`src/rtl/wddl_pkg.sv`:
```
// Shared types for the WDDL dual-rail decoder: rail codes, FSM states, error codes.
package wddl_pkg;

  localparam int unsigned TIMEOUT_CYC_DEF = 16;
  localparam int unsigned CNT_W           = 8;

  // Packed {t,f} rail pair encoding
  typedef enum logic [1:0] {
    SPACER   = 2'b00,
    ZERO     = 2'b01,
    ONE      = 2'b10,
    CONFLICT = 2'b11
  } rail_e;

  typedef enum logic [1:0] {
    ST_PRE     = 2'd0,
    ST_EVAL    = 2'd1,
    ST_OUT     = 2'd2,
    ST_RECOVER = 2'd3
  } dec_state_e;

  typedef enum logic [1:0] {
    ERR_CONFLICT   = 2'd0,
    ERR_TIMEOUT    = 2'd1,
    ERR_EARLY_PRCH = 2'd2,
    ERR_OVERRUN    = 2'd3
  } err_code_e;

  function automatic rail_e classify_bit(input logic t, input logic f);
    return rail_e'({t, f});
  endfunction

endpackage

```
`src/rtl/wddl_rail_classify.sv`:
```
// Combinational word-level flags over a dual-rail word: all spacer, complete, conflict.
module wddl_rail_classify
  import wddl_pkg::*;
#(
  parameter int unsigned WIDTH = 128
) (
  input  logic [WIDTH-1:0] t_i,
  input  logic [WIDTH-1:0] f_i,
  output logic             all_spacer_c_o,
  output logic             complete_c_o,
  output logic             conflict_c_o
);

  always_comb begin
    all_spacer_c_o = 1'b1;
    complete_c_o   = 1'b1;
    conflict_c_o   = 1'b0;
    for (int i = 0; i < WIDTH; i++) begin
      case (classify_bit(t_i[i], f_i[i]))
        SPACER: complete_c_o = 1'b0;
        CONFLICT: begin
          conflict_c_o   = 1'b1;
          complete_c_o   = 1'b0;
          all_spacer_c_o = 1'b0;
        end
        default: all_spacer_c_o = 1'b0;
      endcase
    end
  end

endmodule

```
`src/rtl/wddl_dualrail_decoder.sv`:
```
// WDDL dual-rail to single-ended decoder with wave tracking and protocol error reporting.
// Define WDDL_DEC_ERRCNT_EN to add the saturating err_count output.
module wddl_dualrail_decoder
  import wddl_pkg::*;
#(
  parameter int unsigned WIDTH       = 128,
  parameter int unsigned TIMEOUT_CYC = TIMEOUT_CYC_DEF
`ifdef WDDL_DEC_ERRCNT_EN
  ,
  parameter int unsigned ERRCNT_W    = 8
`endif
) (
  input  logic             clk,
  input  logic             rst_n,
  input  logic             prch,
  input  logic [WIDTH-1:0] dr_t,
  input  logic [WIDTH-1:0] dr_f,
  output logic [WIDTH-1:0] out_data,
  output logic             out_valid,
  input  logic             out_ready,
  output logic             err_valid,
  output logic [1:0]       err_code
`ifdef WDDL_DEC_ERRCNT_EN
  ,
  output logic [ERRCNT_W-1:0] err_count
`endif
);

  logic             r_prch_q, r_prch_prev_q;
  logic [WIDTH-1:0] r_t_q, r_f_q;
  dec_state_e       state_q, state_d;
  logic [CNT_W-1:0] cnt_q, cnt_d;
  logic [WIDTH-1:0] out_data_q, out_data_d;
  logic             out_valid_q, out_valid_d;
  logic             err_valid_q, err_valid_d;
  err_code_e        err_code_q, err_code_d;
  logic             err_hit;
  err_code_e        err_sel;
  logic             all_spacer, complete, conflict;
`ifdef WDDL_DEC_ERRCNT_EN
  logic [ERRCNT_W-1:0] err_cnt_q, err_cnt_d;
`endif

  wddl_rail_classify #(.WIDTH(WIDTH)) u_classify (
    .t_i            (r_t_q),
    .f_i            (r_f_q),
    .all_spacer_c_o (all_spacer),
    .complete_c_o   (complete),
    .conflict_c_o   (conflict)
  );

  always_ff @(posedge clk) begin
    if (!rst_n) begin
      r_prch_q      <= 1'b0;
      r_prch_prev_q <= 1'b0;
      r_t_q         <= '0;
      r_f_q         <= '0;
      state_q       <= ST_RECOVER;
      cnt_q         <= '0;
      out_data_q    <= '0;
      out_valid_q   <= 1'b0;
      err_valid_q   <= 1'b0;
      err_code_q    <= ERR_CONFLICT;
`ifdef WDDL_DEC_ERRCNT_EN
      err_cnt_q     <= '0;
`endif
    end else begin
      r_prch_q      <= prch;
      r_prch_prev_q <= r_prch_q;
      r_t_q         <= dr_t;
      r_f_q         <= dr_f;
      state_q       <= state_d;
      cnt_q         <= cnt_d;
      out_data_q    <= out_data_d;
      out_valid_q   <= out_valid_d;
      err_valid_q   <= err_valid_d;
      err_code_q    <= err_code_d;
`ifdef WDDL_DEC_ERRCNT_EN
      err_cnt_q     <= err_cnt_d;
`endif
    end
  end

  // Wave tracking; at most one error per cycle, earlier checks win
  always_comb begin
    state_d     = state_q;
    cnt_d       = cnt_q;
    out_data_d  = out_data_q;
    out_valid_d = out_valid_q;
    err_hit     = 1'b0;
    err_sel     = ERR_CONFLICT;

    case (state_q)
      ST_RECOVER: begin
        if (r_prch_q && all_spacer) state_d = ST_PRE;
      end
      ST_PRE: begin
        if (!r_prch_q) begin
          state_d = ST_EVAL;
          cnt_d   = '0;
        end else if (conflict) begin
          err_hit = 1'b1;
          err_sel = ERR_CONFLICT;
          state_d = ST_RECOVER;
        end
      end
      ST_EVAL: begin
        cnt_d = cnt_q + CNT_W'(1);
        if (conflict) begin
          err_hit = 1'b1;
          err_sel = ERR_CONFLICT;
          state_d = ST_RECOVER;
        end else if (complete) begin
          out_data_d  = r_t_q;
          out_valid_d = 1'b1;
          state_d     = ST_OUT;
        end else if (r_prch_q) begin
          err_hit = 1'b1;
          err_sel = ERR_EARLY_PRCH;
          state_d = ST_RECOVER;
        end else if (cnt_q == CNT_W'(TIMEOUT_CYC - 1)) begin
          err_hit = 1'b1;
          err_sel = ERR_TIMEOUT;
          state_d = ST_RECOVER;
        end
      end
      ST_OUT: begin
        // A new evaluate wave while holding a word: the new word is dropped
        if (!r_prch_q && r_prch_prev_q) begin
          err_hit = 1'b1;
          err_sel = ERR_OVERRUN;
        end
        if (out_valid_q && out_ready) begin
          out_valid_d = 1'b0;
          state_d     = r_prch_q ? ST_PRE : ST_RECOVER;
        end
      end
      default: state_d = ST_RECOVER;
    endcase

    err_valid_d = err_hit;
    err_code_d  = err_hit ? err_sel : err_code_q;
  end

`ifdef WDDL_DEC_ERRCNT_EN
  always_comb begin
    err_cnt_d = err_cnt_q;
    if (err_hit && (err_cnt_q != '1)) err_cnt_d = err_cnt_q + ERRCNT_W'(1);
  end

  assign err_count = err_cnt_q;
`endif

  assign out_data  = out_data_q;
  assign out_valid = out_valid_q;
  assign err_valid = err_valid_q;
  assign err_code  = err_code_q;

endmodule

```
`config.mk`:
```
export PLATFORM = sky130hd
export DESIGN_NAME = wddl_dualrail_decoder
export DESIGN_NICKNAME = d
export VERILOG_FILES = /design/src/rtl/wddl_pkg.sv /design/src/rtl/wddl_rail_classify.sv /design/src/rtl/wddl_dualrail_decoder.sv
export SDC_FILE = /design/constraint.sdc
export NUM_CORES = 1
export LEC_CHECK = 0
export CORE_MARGIN = 10
export CORE_UTILIZATION = 40
export CTS_BUF_LIST = sky130_fd_sc_hd__clkbuf_8
export DETAILED_ROUTE_END_ITERATION = 12
export GPL_ROUTABILITY_DRIVEN = 0
export GPL_TIMING_DRIVEN = 0
export PLACE_DENSITY = 0.66
export SETUP_SLACK_MARGIN = 0.05
export SLEW_MARGIN = 20
export SYNTH_ARGS = -nofsm -noshare
export SYNTH_HDL_FRONTEND = slang
export SYNTH_SLANG_ARGS = --single-unit
```
`constraint.sdc`:
```
create_clock -name clk -period 3.5 [get_ports clk]
set_input_delay 0.7 -clock clk [delete_from_list [all_inputs] [get_ports clk]]
set_output_delay 0.7 -clock clk [all_outputs]
set_load 0.01 [all_outputs]
```
==> results by group, run 1 <==
Route
  – Routed Antenna Nets: 0
  – DR iter-0 viols: 613
  – Vias: 13700
  – Wire per inst: 20.2 µm
  – Detailed Routing Iterations Pass 1: 8
  – Total wire length: 59600 µm
  – Post-route DRC: 0
  – Vias per cell: 4.63

Placed design
  – PortBufs: 391
  – Post-Place Cells: 2826
  – DP Wirelength: 48000 µm

Final layout
  – Fin cells: 2955
  – Area Overhead vs Synth: 35.3%
  – Share of layout cells above drive strength 1: 0.142
  – # nets final: 2826
  – Final core occ: 0.546

Yosys
  – Synth top cells by count: 400 x dfxtp_1, 261 x ha_1, 261 x inv_1
  – Count leader, synth: dfxtp_1
  – Post-synthesis sequential area ratio: 0.450
  – Synth async-reset ratio: 0
  – Synth area leaders: dfxtp_1 45%, ha_1 18%, and2_1 9.0%
  – Synth Cell Area: 0.0178 mm²
  – Post-synth top flop: dfxtp_1
  – Synthesized netlist net count: 2364
  – Warnings, synthesis: 0
  – Post-synth EDFFs: 0
  – Synthesized flop and latch total: 400
  – Largest area contributor in the netlist: dfxtp_1
  – Distinct cells, synth: 43
  – Post-synth top area share: 0.450
  – Mean Syn Cell Area: 9.66 µm²
  – Syn Inst Count: 1843

Global routing
  – Initial antenna violation count: 7
  – GRT Util Overall: 0.219
  – Total congestion overflow: 0
  – Pin count of the biggest net entering global routing: 11
  – Vias in the first global route: 14500
  – First-pass GRT wire length: 88100 µm

STA
  – Final slew viol count: 0
  – Post-route clock period utilization: 0.971
  – Slew headroom: 0.259
  – Worst-Margin Slew: 1110 ps
  – Final setup fails: 0
  – Unrepaired setup endpoints after global routing: no
  – Hold violation total from the final report: 0
  – Max Clock Freq: 294 MHz
  – Min cycle time layout: 3400 ps
  – Max Clock Skew: 23.2 ps

Setup path
  – Worst Path Buf+Inv: 3
  – WP data arrival: 3850 ps
  – CP delay by family, top: simple AND/OR/NAND/NOR gates
  – Nature of the critical path endpoint: flop
  – Worst Path Required: 3950 ps
  – Crit path cell chain: inv_1, ha_1, nand4_1, nor4_1, nand4_1, nor4_4, nand2_1, clkbuf_4, buf_2, nand2_1, a21oi_2
  – CP startpoint kind: flop
  – Crit path kind: reg -> reg
  – CP Max Fanout: 10
  – Slowest cell on crit path: nor4_1
  – Largest stage delay, worst path: 580 ps

Power and ir drop
  – Power Total: 10.8 mW
  – Register share of total power: 0.455
  – Worst VDD drop: 0.225 mV
  – Sw frac: 0.252
  – Internal power: 8.05 mW
  – NetSw: 2.72 mW
  – Clock network fraction of design power: 0.437
  – Lkg Pwr: 9.92 nW
  – Power per Cell Area: 447 mW/mm²
  – Comb pwr share: 0.108

Clock network
  – Skew-Pair Late Insertion Delay: 620 ps
  – # clock sinks: 400
  – Worst-path clk slew: 60 ps
  – Setup Fix Bufs, Post-CTS: 0
  – H-tree depth: 3
  – Clock root buffer master: clkbuf_8
  – Clock buffer count from CTS: 69
  – TritonCTS clock tree: yes
  – Buffer depth of the longest clock path: 3

Job
  – Max-cap violations: 0

Floorplanning
  – Starting density of the core: 0.403
  – Die Span Y: 231 µm
  – Core Area: 0.0441 mm²
  – Die width: 231 µm
  – IO Pins: 392
  – Die ar.: 0.0533 mm²
  – Cell row count: 77

Status
  – Status: completed

Min path
  – Worst hold path class: reg -> reg
[registers in the layout, summed over array words and instances, names as in the netlist]
signal	flops
state_q	2
out_valid	1
err_valid	1
r_prch_prev_q	1
cnt_q	8
err_code	2
r_f_q	128
r_prch_q	1
out_data	128
r_t_q	128
[stage by stage]
stage	setup TNS (ps)	worst slack, ps	hold WS, ps	cell area [µm²]
floorplan	0	1010	449	17800
global placement	-67840	-614	442	22500
detailed placement	-46800	-406	448	22500
global route	0	49.9	484	24100
CTS	0	98.2	455	24100
finish	0	101	454	24100
[worst reg2reg max path, delay by kind of cell (launching register included)]
| family | cells | cell delay [ps] |
|---|---|---|
| simple gates | 6 | 1770 |
| flops | 1 | 440 |
| fa+ha+maj | 1 | 290 |
| buf+inv | 3 | 690 |
| compound gates | 1 | 60 |
[power groups by stage]
stage / logic (mW) / clock network, mW / registers [mW]
after global routing: 1.28 / 5.01 / 4.91
after floorplan: 0.563 / 0 / 4.94
final: 1.16 / 4.71 / 4.90
after CTS: 1.16 / 4.82 / 4.90
after global placement: 1.11 / 0 / 4.99
after detailed placement: 1.14 / 0 / 5.00
[cells by family (layout without fill, tap and decap cells)]
family | Yosys count | in the layout | share of synthesized area
xor gates and xnor gates | 5 | 5 | 0.00246
muxes | 1 | 1 | 0.000562
AOI/OAI and AO/OA | 155 | 155 | 0.0680
DFF | 400 | 400 | 0.450
adders and majority gates | 261 | 261 | 0.183
buffers and inverters | 334 | 849 | 0.0820
and+or+nand+nor | 687 | 687 | 0.214
other | 0 | 5 | 0
[final timing paths]
kind                               startpoint       endpoint  slack [ps]  cells after the start
worst min register to register  out_data[116]  out_data[116]         450                      2
worst min-delay path            out_data[116]  out_data[116]         450                      2
worst max-delay path                r_t_q[87]   out_data[64]         100                     11
worst max register to register      r_t_q[87]   out_data[64]         100                     11
[final cells by class]
type                            count  area (µm²)
Fill cell                        3995       20000
Buffer                             72         482
Clock inverter                     39         365
Multi-Input combinational cell   1109        8410
Inverter                          262         983
Tap cell                          592         741
Antenna cell                        5        12.5
Clock buffer                       85        1170
Timing Repair Buffer              391        3910
Sequential cell                   400        8010
[per-layer routing]
| layer | part of all wire | GRT usage | up-vias |
|---|---|---|---|
| met4 | 0.015 | 0.0569 | 6 |
| met5 | 0.00076 | 0 | - |
| li1 | - | - | 6792 |
| met1 | 0.42 | 0.253 | 6438 |
| met2 | 0.49 | 0.387 | 365 |
| met3 | 0.068 | 0.0627 | 73 |
[placed cells by master, fill, tap and decap left out, types with 4 or more instances in the layout]
cell type and count:
bufinv_16 7, clkinv_2 13, clkdlybuf4s50_1 391, nor4_1 40, inv_1 275, nor2_1 14, dfxtp_1 400, buf_12 9
buf_2 12, nand4_1 74, nor4_4 5, nand2_1 193, nand2_2 80, a21oi_1 32, a21oi_2 100, diode_2 5
clkbuf_8 85, clkinvlp_4 5, ha_1 261, clkbuf_1 44, o21ai_0 5, xor2_1 4, nand3_1 7, and2_1 257
[timing repair]
action	in CTS	in global routing
hold endpoints to repair	0	0
hold buffers	0	0
endpoints found under the setup margin	128	55
resized for setup	9	5
No activity file was read; power rests on OpenSTA's default activity.
==> inputs of run 2 (changes only) <==
CORE_MARGIN = 1.5   (was 10)
==> results by group, run 2 (same netlist as run 1, synthesis figures left out) <==
Final layout
  – Final core occ: 0.545
  – Final instance area: 0.0240 mm²
  – Share of layout cells above drive strength 1: 0.141
  – # nets final: 2826
  – Commonest non-fill, non-tap cell in the layout: dfxtp_1
  – Area Overhead vs Synth: 34.8%
  – Most frequent cells in the layout: 400 x dfxtp_1, 391 x clkdlybuf4s50_1, 273 x inv_1, 261 x ha_1, 257 x and2_1

Floorplanning
  – Starting density of the core: 0.404
  – Die Span Y: 214 µm
  – Cell row count: 77
  – Core Area: 0.0440 mm²
  – Die width: 214 µm
  – IO Pins: 392
  – Die ar.: 0.0458 mm²

Clock network
  – Clock root buffer master: clkbuf_8
  – TritonCTS clock tree: yes
  – CTS hold repair buffers: 0
  – Buffer depth of the longest clock path: 3
  – # clock sinks: 400
  – Worst-path clk slew: 60 ps
  – Setup Fix Bufs, Post-CTS: 0
  – Clock buffer count from CTS: 69
  – Skew-Pair Late Insertion Delay: 630 ps
  – H-tree depth: 3

Global routing
  – Total congestion overflow: 0
  – GRT Util Overall: 0.242
  – First-pass GRT wire length: 83400 µm
  – Initial antenna violation count: 11
  – Pin count of the biggest net entering global routing: 11
  – Vias in the first global route: 14400

Power and ir drop
  – Power Total: 10.5 mW
  – Worst VDD drop: 0.259 mV
  – Comb pwr share: 0.109
  – Register share of total power: 0.466
  – Lkg Pwr: 9.88 nW
  – Clock network fraction of design power: 0.425
  – Sw frac: 0.256
  – Power per Cell Area: 438 mW/mm²
  – NetSw: 2.69 mW
  – Internal power: 7.81 mW

Setup path
  – Worst Path Buf+Inv: 2
  – Largest stage delay, worst path: 570 ps
  – Worst Path Required: 3960 ps
  – Critical path depth: 10
  – Slowest cell on crit path: or4_4
  – Critical Path Start: r_t_q[111]
  – CP Max Fanout: 10
  – Critical R2R Capture: out_data[76]
  – R2r startpoint: r_t_q[111]
  – Reg2Reg Depth: 10
  – Reg-to-reg setup timing slack: 200 ps
  – WP data arrival: 3760 ps
  – CP delay by family, top: simple AND/OR/NAND/NOR gates
  – CP Capture Point: out_data[76]
  – Crit path cell chain: ha_1, nor4_2, nand4_1, or4_4, nor4_4, nand2_1, clkbuf_4, buf_2, nand2_1, a21oi_2
  – CP startpoint kind: flop
  – Crit path kind: reg -> reg
  – Cell repeated most along the worst path: nand2_1
  – Nature of the critical path endpoint: flop

STA
  – Final setup TNS: 0 ps
  – Final slew viol count: 0
  – Fin worst setup slack: 204 ps
  – Final setup fails: 0
  – Hold violation total from the final report: 0
  – Slew headroom: 0.301
  – Post-route clock period utilization: 0.942
  – Max Clock Skew: 32.1 ps
  – Unrepaired setup endpoints after global routing: no
  – Worst-Margin Slew: 1050 ps
  – Max Clock Freq: 303 MHz
  – Min cycle time layout: 3300 ps

Route
  – Routed Antenna Nets: 0
  – Total wire length: 55800 µm
  – Wire per inst: 18.9 µm
  – Vias: 13700
  – DR iter-0 viols: 690
  – Post-route DRC: 0
  – Detailed Routing Iterations Pass 1: 5
  – Vias per cell: 4.63

Placed design
  – DP Wirelength: 44400 µm
  – PortBufs: 391
  – Placed cell areas: 0.0225 mm²
  – Worst slack, placed: -394 ps

Min path
  – Worst hold path class: reg -> reg

Job
  – Max-cap violations: 0

Status
  – Status: completed
run 2: area by class of cell:
class | instances | area, µm²
clock buffer | 95 | 1310
buffer | 72 | 482
fill | 3947 | 20000
inverter | 262 | 983
multi-input combinational | 1109 | 8390
timing repair buffer | 391 | 3910
tap | 592 | 741
sequential | 400 | 8010
antenna | 4 | 10.0
clock inverter | 25 | 151
run 2: repair_timing:
item / CTS / global route
pin swaps: 0 / 0
endpoints found under the setup margin: 128 / 81
gates resized for setup: 7 / 5
run 2: worst min-delay path, cell delays in order, from the launching register on:
cell     delay (ps)
dfxtp_1         310
nand2_1          50
a21oi_1          50
run 2: power groups by stage:
stage	clock (mW)	sequential (mW)	combinational, mW
5_1_grt	4.78	4.92	1.27
2_1_floorplan	0	4.94	0.563
6_report	4.46	4.90	1.14
4_1_cts	4.57	4.90	1.15
3_3_place_gp	0	4.99	1.11
3_5_place_dp	0	4.99	1.13
run 2: layer usage:
| layer | vias to the layer above | track usage | part of all wire |
|---|---|---|---|
| li1 | 6779 | - | - |
| met1 | 6362 | 0.292 | 0.43 |
| met2 | 419 | 0.406 | 0.47 |
| met3 | 95 | 0.0661 | 0.069 |
| met4 | 10 | 0.103 | 0.033 |
| met5 | - | 0 | 0.0012 |
run 2: per-stage QoR:
step                      instances  hold WS (ps)
after floorplan                1843           449
after global placement         2826           442
after detailed placement       2826           446
after CTS                      2946           454
after global routing           2949           473
final                          2950           455
run 2: worst min-delay path by stage:
| stage | from | to | slack [ps] | cells after the start |
|---|---|---|---|---|
| after floorplan | r_t_q[0] | out_data[0] | 450 | 2 |
| after global placement | out_data[123] | out_data[123] | 440 | 2 |
| after detailed placement | out_data[119] | out_data[119] | 450 | 2 |
| after CTS | out_data[119] | out_data[119] | 450 | 2 |
| after global routing | out_data[119] | out_data[119] | 470 | 2 |
| final | out_data[3] | out_data[3] | 460 | 2 |
==> inputs of run 3 (changes only) <==
CTS_BUF_LIST = sky130_fd_sc_hd__clkbuf_2   (was sky130_fd_sc_hd__clkbuf_8)
CTS_CLUSTER_DIAMETER = 100   (was unset)
==> results by group, run 3 (same netlist as run 1, synthesis figures left out) <==
Status
  – Status: completed

STA
  – Final slew viol count: 0
  – Min cycle time layout: 3290 ps
  – Final setup TNS: 0 ps
  – Slew headroom: 0.298
  – Unrepaired setup endpoints after global routing: no
  – Final setup fails: 0
  – Worst-Margin Slew: 1050 ps
  – Post-route clock period utilization: 0.941
  – Max Clock Skew: 88.7 ps
  – Hold violation total from the final report: 0
  – Max Clock Freq: 304 MHz

Setup path
  – Reg2Reg Depth: 10
  – Critical R2R Capture: out_data[91]
  – Worst Path Required: 4310 ps
  – Crit path kind: reg -> reg
  – R2r startpoint: r_t_q[1]
  – CP startpoint kind: flop
  – Nature of the critical path endpoint: flop
  – CP Max Fanout: 10
  – Reg-to-reg setup timing slack: 210 ps
  – WP data arrival: 4110 ps

Final layout
  – Share of layout cells above drive strength 1: 0.157
  – Commonest non-fill, non-tap cell in the layout: dfxtp_1
  – Fin cells: 3007
  – Area Overhead vs Synth: 31.7%
  – Most frequent cells in the layout: 400 x dfxtp_1, 391 x clkdlybuf4s50_1, 261 x inv_1, 261 x ha_1, 257 x and2_1
  – # nets final: 2861
  – Final instance area: 0.0234 mm²
  – Layout fillers: 4073

Power and ir drop
  – Worst VDD drop: 0.194 mV
  – Power per Cell Area: 393 mW/mm²
  – Lkg Pwr: 9.77 nW

Clock network
  – Clock buffer count from CTS: 102
  – Worst-path clk slew: 100 ps
  – H-tree depth: 3
  – # clock sinks: 400
  – TritonCTS clock tree: yes
  – Buffer depth of the longest clock path: 3
  – Clock root buffer master: clkbuf_2
  – Skew-Pair Late Insertion Delay: 1020 ps

Route
  – Post-route DRC: 0
  – Routed Antenna Nets: 0
  – DR iter-0 viols: 676
  – Total wire length: 55900 µm
  – Vias per cell: 4.62
  – Detailed Routing Iterations Pass 1: 5
  – Vias: 13900
  – Wire per inst: 18.6 µm

Global routing
  – Pin count of the biggest net entering global routing: 15
  – GRT Util Overall: 0.243
  – Vias in the first global route: 14700
  – Initial antenna violation count: 10
  – First-pass GRT wire length: 83600 µm
  – Total congestion overflow: 0

Min path
  – HP Start: dr_t[118]
  – Hold endpoint: r_t_q[118]
  – Worst hold path class: in -> reg
  – Hold path cells: 2

Placed design
  – DP Wirelength: 44400 µm
  – PortBufs: 391
  – Placed cell areas: 0.0225 mm²
  – Post-Place Cells: 2826

Job
  – Max-cap violations: 0

Floorplanning
  – Cell row count: 77
  – Die ar.: 0.0458 mm²
  – IO Pins: 392
  – Die Span Y: 214 µm
  – Starting density of the core: 0.404
  – Core Area: 0.0440 mm²
  – Die width: 214 µm
run 3: changes by cell type in the layout (fill, tap and decap cells not counted):
cell / delta
clkbuf_2: +143
clkbuf_8: -95
clkinv_1: +23
inv_1: -12
buf_4: +2
clkinv_2: -2
bufinv_16: +1
clkinv_4: -1
clkinvlp_4: -1
diode_2: -1
inv_2: +1
inv_6: -1
nor4_1: +1
nor4_2: -1
run 3: metrics by stage:
stage | total power [mW] | setup WS, ps | hold slack [ps] | utilization
2_1_floorplan | 5.50 | 1010 | 449 | -
3_3_place_gp | 6.10 | -589 | 442 | 0.510
3_5_place_dp | 6.13 | -394 | 446 | 0.510
4_1_cts | 9.34 | 60.2 | 99.3 | 0.532
5_1_grt | 9.72 | 66.2 | 134 | 0.532
6_report | 9.22 | 208 | 241 | 0.532
run 3: metal layers:
layer	wire length [µm]	track usage	up-vias
li1	-	-	6906
met2	26300	0.410	466
met4	1910	0.103	12
met5	79	0	-
met3	4100	0.0691	110
met1	23500	0.287	6393
run 3: cell type report:
cell class	instances	area, µm²	share of cell area
Clock inverter	33	191	0.00817
Inverter	262	983	0.0419
Tap cell	592	741	0.0316
Timing Repair Buffer	393	3930	0.168
Antenna cell	3	7.51	0.000320
Buffer	72	482	0.0205
Clock buffer	143	716	0.0305
Sequential cell	400	8010	0.342
Multi-Input combinational cell	1109	8390	0.358
run 3: repair_timing:
action	4_1_cts	5_1_grt
buffers inserted	0	2
pin swaps	0	1
endpoints found under the setup margin	128	8
gates resized for setup	8	3
hold endpoints to repair	0	0
hold buffers	0	0
run 3: critical path: stages (launching register included):
cell      delay [ps]
dfxtp_1          340
ha_1             290
nor4_4           460
nand4_1          250
or4_4            520
nor4_4           380
nand2_1          110
clkbuf_4         320
buf_2            260
nand2_1          110
a21oi_2           60
run 3: worst max path at each step:
stage / start / to / slack, ps / cells past startpoint
6_report: r_t_q[1] / out_data[91] / 210 / 10
5_1_grt: r_t_q[96] / out_data[100] / 70 / 10
4_1_cts: r_t_q[102] / out_data[110] / 60 / 11
3_5_place_dp: r_t_q[1] / out_data[76] / -390 / 10
3_3_place_gp: r_t_q[1] / out_data[86] / -590 / 10
2_1_floorplan: r_t_q[34] / out_data[13] / 1010 / 10
run 3: power breakdown:
group	internal [mW]	switching (mW)	leakage (nW)
logic	0.586	0.557	5.79
clock network	1.25	1.94	0.687
registers	4.73	0.159	3.29
